**config.mk**
```make
export PLATFORM = sky130hd
export DESIGN_NAME = sdram_arbiter
export DESIGN_NICKNAME = d
export VERILOG_FILES = /design/src/rtl/sdram_arbiter.sv
export SDC_FILE = /design/constraint.sdc
export NUM_CORES = 1
export LEC_CHECK = 0
export ABC_AREA = 1
export CORE_MARGIN = 4
export CORE_UTILIZATION = 41
export CTS_CLUSTER_SIZE = 8
export DETAILED_ROUTE_END_ITERATION = 10
export HOLD_SLACK_MARGIN = 0.1
export PLACE_DENSITY_LB_ADDON = 0.25
export SKIP_CTS_REPAIR_TIMING = 1
export SKIP_LAST_GASP = 1
export SYNTH_ARGS = -nofsm -noshare
export SYNTH_HDL_FRONTEND = slang
export SYNTH_SLANG_ARGS = --single-unit
```
**constraint.sdc**
```tcl
create_clock -name clk_128 -period 4.3 [get_ports clk_128]
set_input_delay 0.645 -clock clk_128 [delete_from_list [all_inputs] [get_ports clk_128]]
set_output_delay 0.645 -clock clk_128 [all_outputs]
set_load 0.02 [all_outputs]
```
**src/rtl/sdram_arbiter.sv**
```systemverilog
`timescale 1ns/1ps
// Slot arbiter sharing one SDRAM port between video, DMA and CPU in 16-cycle slots.
// Latency: grant takes effect the cycle after a ph==15 boundary; ack and read data arrive one slot later.
// Backpressure: requesters hold req until their one-cycle ack; forced idle slots pause all traffic for refresh.
module sdram_arbiter #(
    parameter int REFRESH_MAX = 31,
    parameter int CPU_STARVE  = 2
) (
    input  logic        clk_128,
    input  logic        init,
    input  logic        clk_8_en,

    input  logic        vid_req,
    input  logic [23:0] vid_addr,
    output logic        vid_ack,

    input  logic        dma_req,
    input  logic        dma_we,
    input  logic [23:0] dma_addr,
    input  logic [1:0]  dma_ds,
    input  logic [15:0] dma_din,
    output logic        dma_ack,

    input  logic        cpu_req,
    input  logic        cpu_we,
    input  logic [23:0] cpu_addr,
    input  logic [1:0]  cpu_ds,
    input  logic [15:0] cpu_din,
    output logic        cpu_ack,

    output logic [63:0] rdata,

    output logic        ram_oe,
    output logic        ram_we,
    output logic [23:0] ram_addr,
    output logic [1:0]  ram_ds,
    output logic [15:0] ram_din,
    input  logic [63:0] ram_dout,

    output logic        refresh_slot
);

    // Counter widths sized so the saturation values fit exactly.
    localparam int RW = (REFRESH_MAX > 1) ? $clog2(REFRESH_MAX + 1) : 1;
    localparam int SW = (CPU_STARVE  > 1) ? $clog2(CPU_STARVE  + 1) : 1;
    localparam logic [RW-1:0] REF_MAX_V = RW'(REFRESH_MAX);
    localparam logic [SW-1:0] STARVE_V  = SW'(CPU_STARVE);

    // Slot owner encoding; NONE covers both forced and voluntary idle slots.
    localparam logic [1:0] OWN_NONE = 2'd0;
    localparam logic [1:0] OWN_VID  = 2'd1;
    localparam logic [1:0] OWN_DMA  = 2'd2;
    localparam logic [1:0] OWN_CPU  = 2'd3;

    logic          clk8_q,   clk8_d;
    logic [3:0]    ph_q,     ph_d;
    logic [RW-1:0] ref_q,    ref_d;
    logic [SW-1:0] starve_q, starve_d;
    logic [1:0]    owner_q,  owner_d;

    logic          ram_oe_q,   ram_oe_d;
    logic          ram_we_q,   ram_we_d;
    logic [23:0]   ram_addr_q, ram_addr_d;
    logic [1:0]    ram_ds_q,   ram_ds_d;
    logic [15:0]   ram_din_q,  ram_din_d;
    logic          refresh_q,  refresh_d;
    logic [63:0]   rdata_q,    rdata_d;
    logic          vid_ack_q,  vid_ack_d;
    logic          dma_ack_q,  dma_ack_d;
    logic          cpu_ack_q,  cpu_ack_d;

    logic          sync_edge;
    logic          boundary;
    logic          forced_idle;
    logic          cpu_starved;
    logic [1:0]    grant;

    // Phase tracking: re-align to mid-slot on each rising clk_8_en, otherwise free-run.
    always_comb begin
        sync_edge = clk_8_en & ~clk8_q;
        clk8_d    = clk_8_en;
        ph_d      = sync_edge ? 4'd9 : (ph_q + 4'd1);
        boundary  = (ph_q == 4'd15);
    end

    // Arbitration: picks next slot owner; forced idle outranks everything, starved CPU outranks DMA.
    always_comb begin
        forced_idle = (ref_q == REF_MAX_V);
        cpu_starved = (starve_q >= STARVE_V);
        grant       = OWN_NONE;
        if (!forced_idle) begin
            if (vid_req)                     grant = OWN_VID;
            else if (cpu_req && cpu_starved) grant = OWN_CPU;
            else if (dma_req)                grant = OWN_DMA;
            else if (cpu_req)                grant = OWN_CPU;
            else                             grant = OWN_NONE;
        end
    end

    // Slot update: at the boundary, retire the closing slot (ack, read capture) and load the new one.
    always_comb begin
        owner_d    = owner_q;
        ref_d      = ref_q;
        starve_d   = starve_q;
        ram_oe_d   = ram_oe_q;
        ram_we_d   = ram_we_q;
        ram_addr_d = ram_addr_q;
        ram_ds_d   = ram_ds_q;
        ram_din_d  = ram_din_q;
        refresh_d  = refresh_q;
        rdata_d    = rdata_q;
        vid_ack_d  = 1'b0;
        dma_ack_d  = 1'b0;
        cpu_ack_d  = 1'b0;

        if (boundary) begin
            // Close the slot that is ending. A held req at this same edge is treated
            // as the requester's next request, so back-to-back service is legal.
            vid_ack_d = (owner_q == OWN_VID);
            dma_ack_d = (owner_q == OWN_DMA);
            cpu_ack_d = (owner_q == OWN_CPU);
            if ((owner_q != OWN_NONE) && ram_oe_q) begin
                rdata_d = ram_dout;
            end

            // Open the next slot.
            owner_d   = grant;
            refresh_d = forced_idle;
            case (grant)
                OWN_VID: begin
                    ram_oe_d   = 1'b1;
                    ram_we_d   = 1'b0;
                    ram_addr_d = vid_addr;
                    ram_ds_d   = 2'b11;
                    ram_din_d  = 16'h0000;
                end
                OWN_DMA: begin
                    ram_oe_d   = ~dma_we;
                    ram_we_d   = dma_we;
                    ram_addr_d = dma_addr;
                    ram_ds_d   = dma_we ? dma_ds  : 2'b11;
                    ram_din_d  = dma_we ? dma_din : 16'h0000;
                end
                OWN_CPU: begin
                    ram_oe_d   = ~cpu_we;
                    ram_we_d   = cpu_we;
                    ram_addr_d = cpu_addr;
                    ram_ds_d   = cpu_we ? cpu_ds  : 2'b11;
                    ram_din_d  = cpu_we ? cpu_din : 16'h0000;
                end
                default: begin
                    ram_oe_d   = 1'b0;
                    ram_we_d   = 1'b0;
                    ram_addr_d = 24'h000000;
                    ram_ds_d   = 2'b00;
                    ram_din_d  = 16'h0000;
                end
            endcase

            // Refresh pacing: count busy slots, any idle slot lets the SDRAM refresh.
            if (grant == OWN_NONE) begin
                ref_d = '0;
            end else if (ref_q != REF_MAX_V) begin
                ref_d = ref_q + RW'(1);
            end

            // CPU fairness: count boundaries the waiting CPU lost.
            if (cpu_req && (grant != OWN_CPU)) begin
                if (starve_q != STARVE_V) begin
                    starve_d = starve_q + SW'(1);
                end
            end else begin
                starve_d = '0;
            end
        end
    end

    // State registers; init aborts any in-flight slot without an ack.
    always_ff @(posedge clk_128 or posedge init) begin
        if (init) begin
            clk8_q     <= 1'b0;
            ph_q       <= 4'd0;
            ref_q      <= '0;
            starve_q   <= '0;
            owner_q    <= OWN_NONE;
            ram_oe_q   <= 1'b0;
            ram_we_q   <= 1'b0;
            ram_addr_q <= 24'h000000;
            ram_ds_q   <= 2'b00;
            ram_din_q  <= 16'h0000;
            refresh_q  <= 1'b0;
            rdata_q    <= 64'h0;
            vid_ack_q  <= 1'b0;
            dma_ack_q  <= 1'b0;
            cpu_ack_q  <= 1'b0;
        end else begin
            clk8_q     <= clk8_d;
            ph_q       <= ph_d;
            ref_q      <= ref_d;
            starve_q   <= starve_d;
            owner_q    <= owner_d;
            ram_oe_q   <= ram_oe_d;
            ram_we_q   <= ram_we_d;
            ram_addr_q <= ram_addr_d;
            ram_ds_q   <= ram_ds_d;
            ram_din_q  <= ram_din_d;
            refresh_q  <= refresh_d;
            rdata_q    <= rdata_d;
            vid_ack_q  <= vid_ack_d;
            dma_ack_q  <= dma_ack_d;
            cpu_ack_q  <= cpu_ack_d;
        end
    end

    assign ram_oe       = ram_oe_q;
    assign ram_we       = ram_we_q;
    assign ram_addr     = ram_addr_q;
    assign ram_ds       = ram_ds_q;
    assign ram_din      = ram_din_q;
    assign refresh_slot = refresh_q;
    assign rdata        = rdata_q;
    assign vid_ack      = vid_ack_q;
    assign dma_ack      = dma_ack_q;
    assign cpu_ack      = cpu_ack_q;

endmodule

```
==> results.md, run 1 <==
Outcome:
- The run finished with clean final reports.

Worst hold path:
- The path type of the worst min-delay path is register to register.

Timing:
- The worst slew margin relative to its limit is 37.8%.
- The final number of hold-violating endpoints is 0.
- Setup violations remaining at the end of the flow were counted as 0.
- In the finished design, the share of the clock period the worst path needs comes to 64.8%.
- The highest attainable clock frequency is 359 MHz.
- The worst clock skew on the final layout is 7.77 ps.
- The minimum setup slack in the final design is between 1500 and 2000 ps.
- The transition time at the pin with the least slew margin is 933 ps.
- The sum of negative setup slack is 0 ps.
- Setup repair after global routing left no endpoint under its margin.
- The final number of max-transition violations is 0.
- The final critical-path required period is 2790 ps.

Global route:
- The final global-route overflow total is 0.
- The global-route wire length before repair is 29300 µm.
- The number of antenna violations at the first check in global routing is 0.
- The maximum number of pins on one net before global-route repair is 74.
- The overall routing resource usage is 22.6%.
- The number of global-route vias before repair was 5686.

Yosys:
- The number of warnings issued by yosys is 0.
- The net count after synthesis is 793.
- The distinct cell type count of the synthesized netlist is 27.
- Sequential cells were found to cover 53.2% of the synthesized design area.
- In the synthesized netlist the async set-or-reset flop fraction comes to 100%.
- The cell type with the highest aggregate area in the netlist is sky130_fd_sc_hd__dfrtp_1.
- The count of state elements after synthesis is 126.
- The top cell type by area accounts for 53.2% of the synthesized area.
- The most common cell in the netlist is sky130_fd_sc_hd__nand2_1.
- After synthesis, the most frequently instantiated cells are sky130_fd_sc_hd__nand2_1, sky130_fd_sc_hd__dfrtp_1, sky130_fd_sc_hd__nand3_1.
- In the post-synthesis netlist, the biggest area contributors are sky130_fd_sc_hd__dfrtp_1, sky130_fd_sc_hd__nand2_1, sky130_fd_sc_hd__mux2_2.
- The count of flip-flops with a built-in enable after synthesis is 0.
- A synthesized cell averages 9.74 µm².
- The cell area after technology mapping is 0.00593 mm².
- The gate count after technology mapping is 609.
- The main flop type after synthesis is sky130_fd_sc_hd__dfrtp_1.

Floorplanning:
- The die covers 0.0165 mm².
- In this run the horizontal extent of the chip is 128 µm.
- For this configuration, the core starts out at a cell density of 42.2%.
- The cell row count is 43.
- During I/O placement, the number of pins put on the boundary was about 290.
- The vertical extent of the die is 128 µm.
- The floorplan core area is 0.0140 mm².

Pwr:
- In this run the power density over the cells is ~660 mW/mm².
- The internal portion of the total power is 4030 µW.
- The worst ir drop on vdd is ~0.30 mV.
- The leakage power summed over all cells is 0.00423 µW.
- The part of the power in the clock network is ~23%.
- The analysis attributes to net switching a power of 2230 µW.
- The switching part of the total power is 35.6%.
- The sequential cell fraction of total power is 33.2%.
- The combinational cell fraction of total power is 44.4%.

Routing:
- The routed via count divided by cell count is 5.19.
- In the final routed layout, each cell accounts on average for 17.7 µm.
- The first routing iteration left 370 violations.
- The post-route DRC violation count is 0.
- The total number of vias is 5566.
- The routed wire length is 18900 µm.
- The antenna violation net count after detailed routing is 0.
- The number of iterations in the first detailed-routing pass is 5.

Clock tree:
- The longest clock path from root to sink contains 2 buffers.
- The CTS sink count is 126.
- Clock tree synthesis inserted a total of 17 buffers.
- The clock network latency to the later pin of the worst-skew pair is 410 ps.
- TritonCTS built the clock tree.
- The root buffer cell chosen for the clock tree is sky130_fd_sc_hd__clkbuf_16.
- The H-tree was split into 4 levels.
- The register clock-pin slew on the reported worst setup and hold paths is 50 ps.

Layout:
- The count of inserted antenna diode cells is 0.
- In the final layout, the share of cells above drive strength 1 is 11.7%.
- The total number of nets in the final design is around 1100.
- The share of the core filled with cells in the final layout is 67.2%.
- Relative to the synthesized area, the layout overhead comes to 59.0%.

Worst setup path:
- For the worst setup path, the data required time is 4640 ps.
- STA classifies the critical path startpoint as a register.
- The critical path is of the register to register type.
- STA puts the critical path data arrival time at 3130 ps.
- Of all nets on the critical path, the largest fanout is 68.
- The worst setup path is captured at a register.

Placed design:
- The port buffer count is between 200 and 300.
- The routability congestion estimate is 0.880.
- The worst-case setup slack after placement is 1450 ps.
- After legalization and detailed placement, the total HPWL measured 13400 µm.

Run:
- The number of maximum-capacitance violations is 0.
metrics by stage:
step           power (µW)  cells  area [µm²]  hold WS [ps]
3_5_place_dp         4890   1040        8840           462
6_report             6260   1072        9430           468
5_1_grt              6600   1072        9430           496
4_1_cts              6330   1072        9430           470
3_3_place_gp         4810   1040        8840           450
2_1_floorplan        3450    609        5930           436
worst paths after layout:
path / from / endpoint / slack, ps / depth (start not counted)
setup reg to reg: ref_q[0] / ram_addr[0] / 1510 / 10
setup / recovery: ref_q[0] / ram_addr[0] / 1510 / 10
hold / removal: ph_q[0] / ph_q[0] / 470 / 1
hold reg to reg: ph_q[0] / ph_q[0] / 470 / 1
min in group asynchronous: init / rdata[29] / 810 / 2
max in group asynchronous: init / rdata[48] / 2680 / 3
flip-flops by register name (all words and copies together), names as in the netlist, 2 cells and up:
name,cells
rdata,64
ram_addr,24
ram_din,16
ref_q,5
ph_q,4
owner_q,2
ram_ds,2
starve_q,2
layout by cell type (no fill, tap or decap):
cell type	count
sky130_fd_sc_hd__mux2_1	5
sky130_fd_sc_hd__ha_1	4
sky130_fd_sc_hd__and3_1	1
sky130_fd_sc_hd__a21oi_1	3
sky130_fd_sc_hd__bufinv_16	2
sky130_fd_sc_hd__inv_1	16
sky130_fd_sc_hd__clkinv_2	3
sky130_fd_sc_hd__nor2_1	5
sky130_fd_sc_hd__clkinv_4	2
sky130_fd_sc_hd__nand2_1	181
sky130_fd_sc_hd__clkinvlp_4	3
sky130_fd_sc_hd__inv_2	4
sky130_fd_sc_hd__dfrtp_1	126
sky130_fd_sc_hd__clkbuf_1	3
sky130_fd_sc_hd__mux2_2	59
sky130_fd_sc_hd__nand4_1	66
sky130_fd_sc_hd__nand3_2	2
sky130_fd_sc_hd__inv_4	1
sky130_fd_sc_hd__buf_12	1
sky130_fd_sc_hd__nand3_1	75
sky130_fd_sc_hd__buf_4	4
sky130_fd_sc_hd__mux2i_1	1
sky130_fd_sc_hd__nor3_1	3
sky130_fd_sc_hd__clkdlybuf4s50_1	291
sky130_fd_sc_hd__o21ai_1	2
sky130_fd_sc_hd__o21ai_0	4
sky130_fd_sc_hd__clkbuf_8	3
sky130_fd_sc_hd__nor2_4	2
sky130_fd_sc_hd__xor2_1	2
sky130_fd_sc_hd__clkbuf_16	17
sky130_fd_sc_hd__o211ai_4	1
power groups by stage:
stage               sequential [µW]  combinational, µW  clock [µW]
detailed placement             2080               2810           0
finish                         2080               2780        1410
CTS                            2080               2810        1440
global route                   2130               2970        1500
global placement               2050               2760           0
floorplan                      2650                800           0
cell families (layout without fill, tap and decap cells):
logic type	count (synthesis)	in the layout	synth area share (%)
compound gates	10	10	1.12
xor+xnor	2	2	0.295
fa+ha+maj	4	4	0.844
buf+inv	67	350	6.20
flops	126	126	53.2
mux	65	65	12.3
simple gates	335	335	26.1
final cells by class:
type | instances | area [µm²]
sequential | 126 | 3150
multi-input combinational | 416 | 2410
tap | 180 | 225
inverter | 22 | 86.3
fill | 1079 | 4610
clock buffer | 23 | 478
timing repair buffer | 296 | 2960
clock inverter | 9 | 110
critical path: stages, from the launching register on:
cell and delay [ps]:
sky130_fd_sc_hd__dfrtp_1 400, sky130_fd_sc_hd__ha_1 220, sky130_fd_sc_hd__and3_1 180, sky130_fd_sc_hd__ha_1 180, sky130_fd_sc_hd__inv_2 410, sky130_fd_sc_hd__nand3_2 160
sky130_fd_sc_hd__clkinv_2 630, sky130_fd_sc_hd__nand4_1 210, sky130_fd_sc_hd__nand3_1 160, sky130_fd_sc_hd__nand2_1 60, sky130_fd_sc_hd__nand2_1 60
routing by layer:
layer	track usage, %	vias up	share of wire [%]
li1	-	2629	-
met1	27.0	2604	38
met2	37.8	317	50
met3	8.54	16	11
met4	6.87	0	1.1
met5	0	-	0
Note: power is estimated with default switching activity, not from simulation.
==> run 2, diff against run 1 <==
Clock period 4.3 ns to 2.6 ns, I/O delays scaled along.
==> run 2 against run 1 <==
Via count is 2.1% higher. Clock skew is 1.1 ps lower. Largest cell class unchanged. Setup slack worse by 1200 ps. Combinational power is 67% higher. Clock-buffer cell count is 5 lower. Register-to-register slack worse by 1200 ps. Critical endpoint is now ram_din[0]. Die area stayed put.
==> results.md, run 2 (same netlist as run 1, synthesis figures left out) <==
Outcome:
- The run finished with clean final reports.

Floorplanning:
- Once the floorplan was initialized, standard cells occupied 42.2% of the core.
- The area of the die is 0.0165 mm².
- From bottom edge to top edge, the die measures 128 µm.
- The cell row count is 43.
- Measured along the x axis, the die boundary spans 128 µm.
- The floorplan core area is roughly 0.014 mm².
- The total I/O pin count is 292.

Placed design:
- At the end of routability-driven placement, the weighted congestion stood at 0.870.
- The wire-length estimate of the detail-placed layout is 13600 µm.
- Input and output buffers added on the ports amount to 291.

Timing:
- The final number of hold-violating endpoints is 0.
- The final number of max-transition violations is 0.
- The sum of negative setup slack is 0 ps.
- The worst clock skew on the final layout is 6.65 ps.
- The final setup violation count is 0.
- After layout, the minimum clock period comes to 2250 ps.
- Setup repair after global routing left no endpoint under its margin.
- The worst slew margin relative to its limit is 39.8%.
- Final hold analysis gives a worst-case slack of 445 ps.
- For the pin with the worst max-slew slack, the measured transition is 901 ps.
- The final period utilization is 86.6%.
- The highest attainable clock frequency is 444 MHz.

Clock tree:
- The clock passes through at most 2 buffers.
- The register clock-pin slew on the reported worst setup and hold paths is around 60 ps.
- The CTS sink count is ~130.
- The clock network latency to the later pin of the worst-skew pair is 410 ps.
- The deepest level of the CTS H-tree is 4.
- Clock tree synthesis selected as its root buffer the cell sky130_fd_sc_hd__clkbuf_16.
- TritonCTS built the clock tree.
- The clock buffer count from CTS is 17.

Pwr:
- For this design the static power due to leakage is 0.00429 µW.
- The part of the power in the clock network is between 20% and 30%.
- The switching part of the total power is 35.2%.
- The switching power of the nets is 3710 µW.
- In this run, flip-flops and latches consume 32.5% of the power.
- Cell internal power was estimated by the tool at 6850 µW.
- The worst-case IR drop observed on VDD is 0.486 mV.
- In this run the power density over the cells is ~1100 mW/mm².
- Combinational logic burns 43.9% of the power.

Routing:
- The first detailed-routing pass ran for 5 iterations.
- The detailed router's first-iteration violation count is 407.
- The antenna violation net count after detailed routing is 0.
- Dividing the detail-routed wire length by the instance count gives 17.6 µm.
- For this run, design rule violations remaining after detail routing come to 0.
- The final layout contains routed wiring with a total length of 19000 µm.
- Across all layers, the routed design uses 5682 vias.
- The routed via count divided by cell count is 5.27.

Global route:
- Entering global routing, the biggest net connects 73 pins.
- For this run, the total global-route usage over all layers was measured as between 20% and 30%.
- The number of global-route vias before repair is ~5900.
- The final global-route overflow total is 0.
- The first global-routing pass estimated 30300 µm of wire.
- The number of antenna violations at the first check in global routing is 0.

Worst setup path:
- The worst setup path is launched from a register.
- The buffering stage count on the worst path with inverters included is 2.
- The startpoint-to-endpoint class of the critical path is register to register.
- The most numerous cell type found on the critical path is sky130_fd_sc_hd__nand2_1.
- The endpoint kind of the worst setup timing path is a register.
- The delay of the slowest cell on the worst path is 410 ps.
- The path depth of the worst reg2reg path is 11.
- At the worst endpoint, the arrival time is 2600 ps.
- Traced cell by cell, the critical path runs through ha_1 -> and3_1 -> ha_1 -> inv_2 -> nand3_2 -> buf_4 -> nor2_4 -> nand3_1 -> nand2_1 -> nand2_1 -> nand2_1.
- The worst register-to-register path has a setup slack of 350 ps.
- The worst register-to-register path ends at ram_din[0].
- Along the worst path, the maximum fanout reaches 20.
- The data required time of the critical path is 2950 ps.
- In this run the critical register-to-register path is launched from ref_q[0].
- The cell family contributing the most delay on the critical path is simple AND/OR/NAND/NOR gates.
- Among all stages on the critical path, the largest delay is contributed by sky130_fd_sc_hd__nor2_4.

Layout:
- The library cell used most frequently in the layout, excluding fill and tap cells, is sky130_fd_sc_hd__clkdlybuf4s50_1.
- The count of inserted antenna diode cells is 0.
- The library cells used most frequently in the layout, excluding fill and tap cells, are sky130_fd_sc_hd__clkdlybuf4s50_1, sky130_fd_sc_hd__nand2_1, sky130_fd_sc_hd__dfrtp_1, sky130_fd_sc_hd__nand3_1, sky130_fd_sc_hd__nand4_1.
- The final layout contains 1070 nets.
- The register with the most flip-flops in the layout has 64 of them.
- The fraction of layout instances using a drive strength above 1 is 12.7%.
- The synthesis-to-layout area growth is 61.7%.

Run:
- The tool flagged a number of max-cap violations equal to 0.

Worst hold path:
- The path class of the tightest hold or removal check is primary input to asynchronous set/reset pin.
## run 2: final cells by class
cell class	count	area, µm²
Fill cell	1069	4450
Sequential cell	126	3150
Timing Repair Buffer	303	3080
Multi-Input combinational cell	416	2410
Clock buffer	18	439
Tap cell	180	225
Clock inverter	14	193
Inverter	22	87.6
## run 2: how the worst max path moves through the flow
stage	start	to	slack, ps	cells past startpoint
2_1_floorplan	init	clk8_q	660	1
3_3_place_gp	cpu_req	ram_din[2]	380	8
3_5_place_dp	cpu_req	ram_din[15]	280	8
4_1_cts	ref_q[0]	ram_din[15]	360	11
5_1_grt	ref_q[0]	ram_din[8]	180	11
6_report	ref_q[0]	ram_din[0]	350	11
## run 2: through the flow
step | setup slack (ps) | util (%) | area [µm²] | power [µW] | instances
after floorplan | 657 | - | 5930 | 5710 | 609
after global placement | 379 | 63.8 | 8960 | 7980 | 1047
after detailed placement | 275 | 63.8 | 8960 | 8120 | 1047
after CTS | 356 | 68.3 | 9590 | 10700 | 1079
after global routing | 176 | 68.3 | 9590 | 11200 | 1079
final | 348 | 68.3 | 9590 | 10600 | 1079
## run 2: power by group through the flow
stage / combinational [µW] / sequential, µW / clock, µW
6_report: 4640 / 3430 / 2490
5_1_grt: 4960 / 3550 / 2660
4_1_cts: 4690 / 3440 / 2550
3_5_place_dp: 4680 / 3440 / 0
3_3_place_gp: 4580 / 3400 / 0
2_1_floorplan: 1320 / 4390 / 0
## run 2: metal layers
layer	track usage, %	up-vias	part of all wire, %
met1	28.7	2688	38
met3	8.08	35	11
met5	0	-	0
met2	37.6	323	49
met4	8.99	0	2.7
li1	-	2636	-
## run 2: worst register-to-register path, cell delays in order, from the launching register on
cell,delay [ps]
sky130_fd_sc_hd__dfrtp_1,400
sky130_fd_sc_hd__ha_1,210
sky130_fd_sc_hd__and3_1,180
sky130_fd_sc_hd__ha_1,190
sky130_fd_sc_hd__inv_2,70
sky130_fd_sc_hd__nand3_2,100
sky130_fd_sc_hd__buf_4,230
sky130_fd_sc_hd__nor2_4,420
sky130_fd_sc_hd__nand3_1,140
sky130_fd_sc_hd__nand2_1,110
sky130_fd_sc_hd__nand2_1,60
sky130_fd_sc_hd__nand2_1,90
==> run 3, diff against run 2 <==
Clock period 2.6 ns to 2.4 ns, I/O delays scaled along.
==> run 3 against run 2 <==
Clock power up 7%. Critical endpoint is now ram_addr[0]. Critical path type unchanged. Via count down 1.2%. Sequential power grew 8.2%.
==> results.md, run 3 (same netlist as run 1, synthesis figures left out) <==
Worst hold path:
- The path type of the worst min-delay path is primary input to asynchronous set/reset pin.

Layout:
- The number of inserted filler cells in the final layout is 1063.
- In the layout the commonest cells are sky130_fd_sc_hd__clkdlybuf4s50_1, sky130_fd_sc_hd__nand2_1, sky130_fd_sc_hd__dfrtp_1, sky130_fd_sc_hd__nand3_1, sky130_fd_sc_hd__nand4_1.
- The final standard cell count with taps included and fillers excluded is between 1000 and 1500.
- The most frequent standard cell in the layout excluding fill and tap cells is sky130_fd_sc_hd__clkdlybuf4s50_1.
- The count of inserted antenna diode cells is 0.
- The fraction of layout instances using a drive strength above 1 is around an eighth.
- The synthesis-to-layout area growth is 62.3%.
- The register with the most flip-flops in the layout has 64 of them.
- The total number of nets in the final design is 1075.

Clock tree:
- The clock network latency to the later pin of the worst-skew pair is about 410 ps.
- The CTS sink count is between 100 and 150.
- The deepest level of the CTS H-tree is 4.
- The register clock-pin slew on the reported worst setup and hold paths is around 60 ps.
- The clock buffer count from CTS is 17.
- The clock tree root driver cell is sky130_fd_sc_hd__clkbuf_16.
- TritonCTS built the clock tree.
- In this run the deepest clock path goes through 2 buffers.

Timing:
- Setup repair after global routing left no endpoint under its margin.
- The sum of negative setup slack is 0 ps.
- Setup violations remaining at the end of the flow were counted as 0.
- The final number of max-transition violations is 0.
- Static timing analysis puts the maximum clock frequency at 476 MHz.
- The worst clock skew on the final layout is 8.24 ps.
- The final hold slack is 423 ps.
- The final number of hold-violating endpoints was 0.
- The transition time at the pin with the least slew margin is roughly 580 ps.
- In the post-route analysis, the smallest setup slack over all paths is 301 ps.
- The final critical-path required period is 2100 ps.
- In this run the tightest slew margin relative to its limit is 61.6%.
- In the finished design, the share of the clock period the worst path needs comes to 87.5%.

Placed design:
- At the end of routability-driven placement, the weighted congestion stood at 0.876.
- The number of placed instances, taps included, is around 1100.
- The count of buffers added on input and output ports is 291.
- OpenSTA, run right after detailed placement, puts the worst setup slack at between 150 and 200 ps.
- Detailed placement finished with a half-perimeter wire length of about 14000 µm.

Routing:
- The average wire per cell in the routed design is ~17 µm.
- The number of iterations in the first detailed-routing pass is 6.
- Dividing the detail-routed via count by the number of cells gives 5.18.
- In the routed design, unresolved DRC markers number 0.
- For this block, the initial DRC count from the detailed router was 393.
- The routed wire length is 18500 µm.
- The total number of vias is between 5000 and 6000.
- The detail route stage leaves a number of antenna-violating nets equal to 0.

Pwr:
- The switching part of the total power is roughly a third.
- The internal portion of the total power is 7390 µW.
- The part of the power in the clock network is 23.3%.
- Across the VDD grid, the largest voltage drop is 0.578 mV.
- For this design the total switching power over the nets is 4030 µW.
- The leakage power summed over all cells is 0.00432 µW.
- Combinational logic burns 44.2% of the power.
- The sequential cell fraction of total power is 32.5%.
- The power density over cell area is 1190 mW/mm².

Floorplanning:
- Row generation in the floorplan step produced 43 rows.
- The area of the die is 0.0165 mm².
- The region available for standard cell placement spans around 0.014 mm².
- The total I/O pin count is 292.
- The vertical extent of the die is roughly 130 µm.
- The width of the chip is 128 µm.
- The initial core utilization is 42.2%.

Outcome:
- The run finished with clean final reports.

Worst setup path:
- The startpoint-to-endpoint class of the critical path is register to register.
- In this run the worst path has a maximum fanout of 42.
- The critical path data arrival time is about 2400 ps.
- The standard cell with the maximum stage delay on the critical path is sky130_fd_sc_hd__dfrtp_1.
- The delay of the slowest cell on the worst path is 400 ps.
- Walking the worst path, the cells encountered are ha_1 -> and3_1 -> ha_1 -> inv_2 -> nand3_2 -> clkinv_2 -> buf_12 -> nand4_1 -> nand3_1 -> nand2_1 -> nand2_1.
- Data on the critical path is required at its endpoint by 2740 ps.
- The endpoint kind of the worst setup timing path is a register.
- The category of the worst setup path launch point is a register.

Global route:
- The number of global-route vias before repair is 5732.
- The global-route wire length before repair is 29400 µm.
- Global routing used 22.5% of the available tracks across all layers.
- The number of antenna violations at the first check in global routing came to 0.
- The final global-route overflow total is 0.
- Entering global routing, the biggest net connects 73 pins.

Run:
- The number of maximum-capacitance violations is 0.
==> run 3: changes by cell type in the layout (fill, tap and decap cells not counted) <==
cell	delta
sky130_fd_sc_hd__clkinv_2	-1
sky130_fd_sc_hd__inv_6	+1
sky130_fd_sc_hd__clkbuf_8	+2
sky130_fd_sc_hd__bufinv_16	-1
sky130_fd_sc_hd__buf_4	+5
sky130_fd_sc_hd__clkinv_4	+1
sky130_fd_sc_hd__clkinvlp_4	-2
==> run 3: layer usage <==
| layer | global-route usage, % | routed length (µm) |
|---|---|---|
| met5 | 0 | 0 |
| met4 | 6.62 | 316 |
| met3 | 7.71 | 1950 |
| met2 | 37.1 | 8980 |
| met1 | 27.9 | 7250 |
==> run 3: worst max-delay path: cells and delay by family (launching register included) <==
family,cells,cell delay [ps]
simple gates,6,700
flops,1,400
fa+ha+maj,2,400
buf+inv,3,510
==> run 3: through the flow <==
stage / util (%) / instance area [µm²] / power (µW)
finish: 68.5 / 9620 / 11400
global route: 68.5 / 9620 / 12100
CTS: 68.5 / 9620 / 11500
detailed placement: 64.1 / 9000 / 8820
global placement: 64.1 / 9000 / 8660
floorplan: - / 5930 / 6190
==> run 3: cell type report <==
class                      instances  area [µm²]  share of cell area [%]
clock inverter                    12         160                    1.66
clock buffer                      20         467                    4.85
timing repair buffer             308        3120                    32.4
sequential                       126        3150                    32.8
multi-input combinational        416        2410                    25.1
inverter                          22        87.6                   0.910
tap                              180         225                    2.34
==> run 3: final timing paths <==
kind | from | end | slack [ps] | depth (start not counted)
worst max-delay path | ref_q[0] | ram_addr[0] | 300 | 11
worst min-delay path | init | ref_q[1] | 420 | 3
worst max register to register | ref_q[0] | ram_addr[0] | 300 | 11
max in group asynchronous | init | clk8_q | 1660 | 3
min in group clk_128 | clk_8_en | clk8_q | 450 | 1
worst min register to register | ram_addr[0] | ram_addr[0] | 480 | 2
==> run 3: power groups by stage <==
stage / Combinational (µW) / Sequential, µW / Clock (µW)
2_1_floorplan: 1430 / 4750 / 0
3_3_place_gp: 4990 / 3680 / 0
3_5_place_dp: 5090 / 3730 / 0
4_1_cts: 5110 / 3720 / 2720
5_1_grt: 5400 / 3830 / 2820
6_report: 5050 / 3710 / 2660
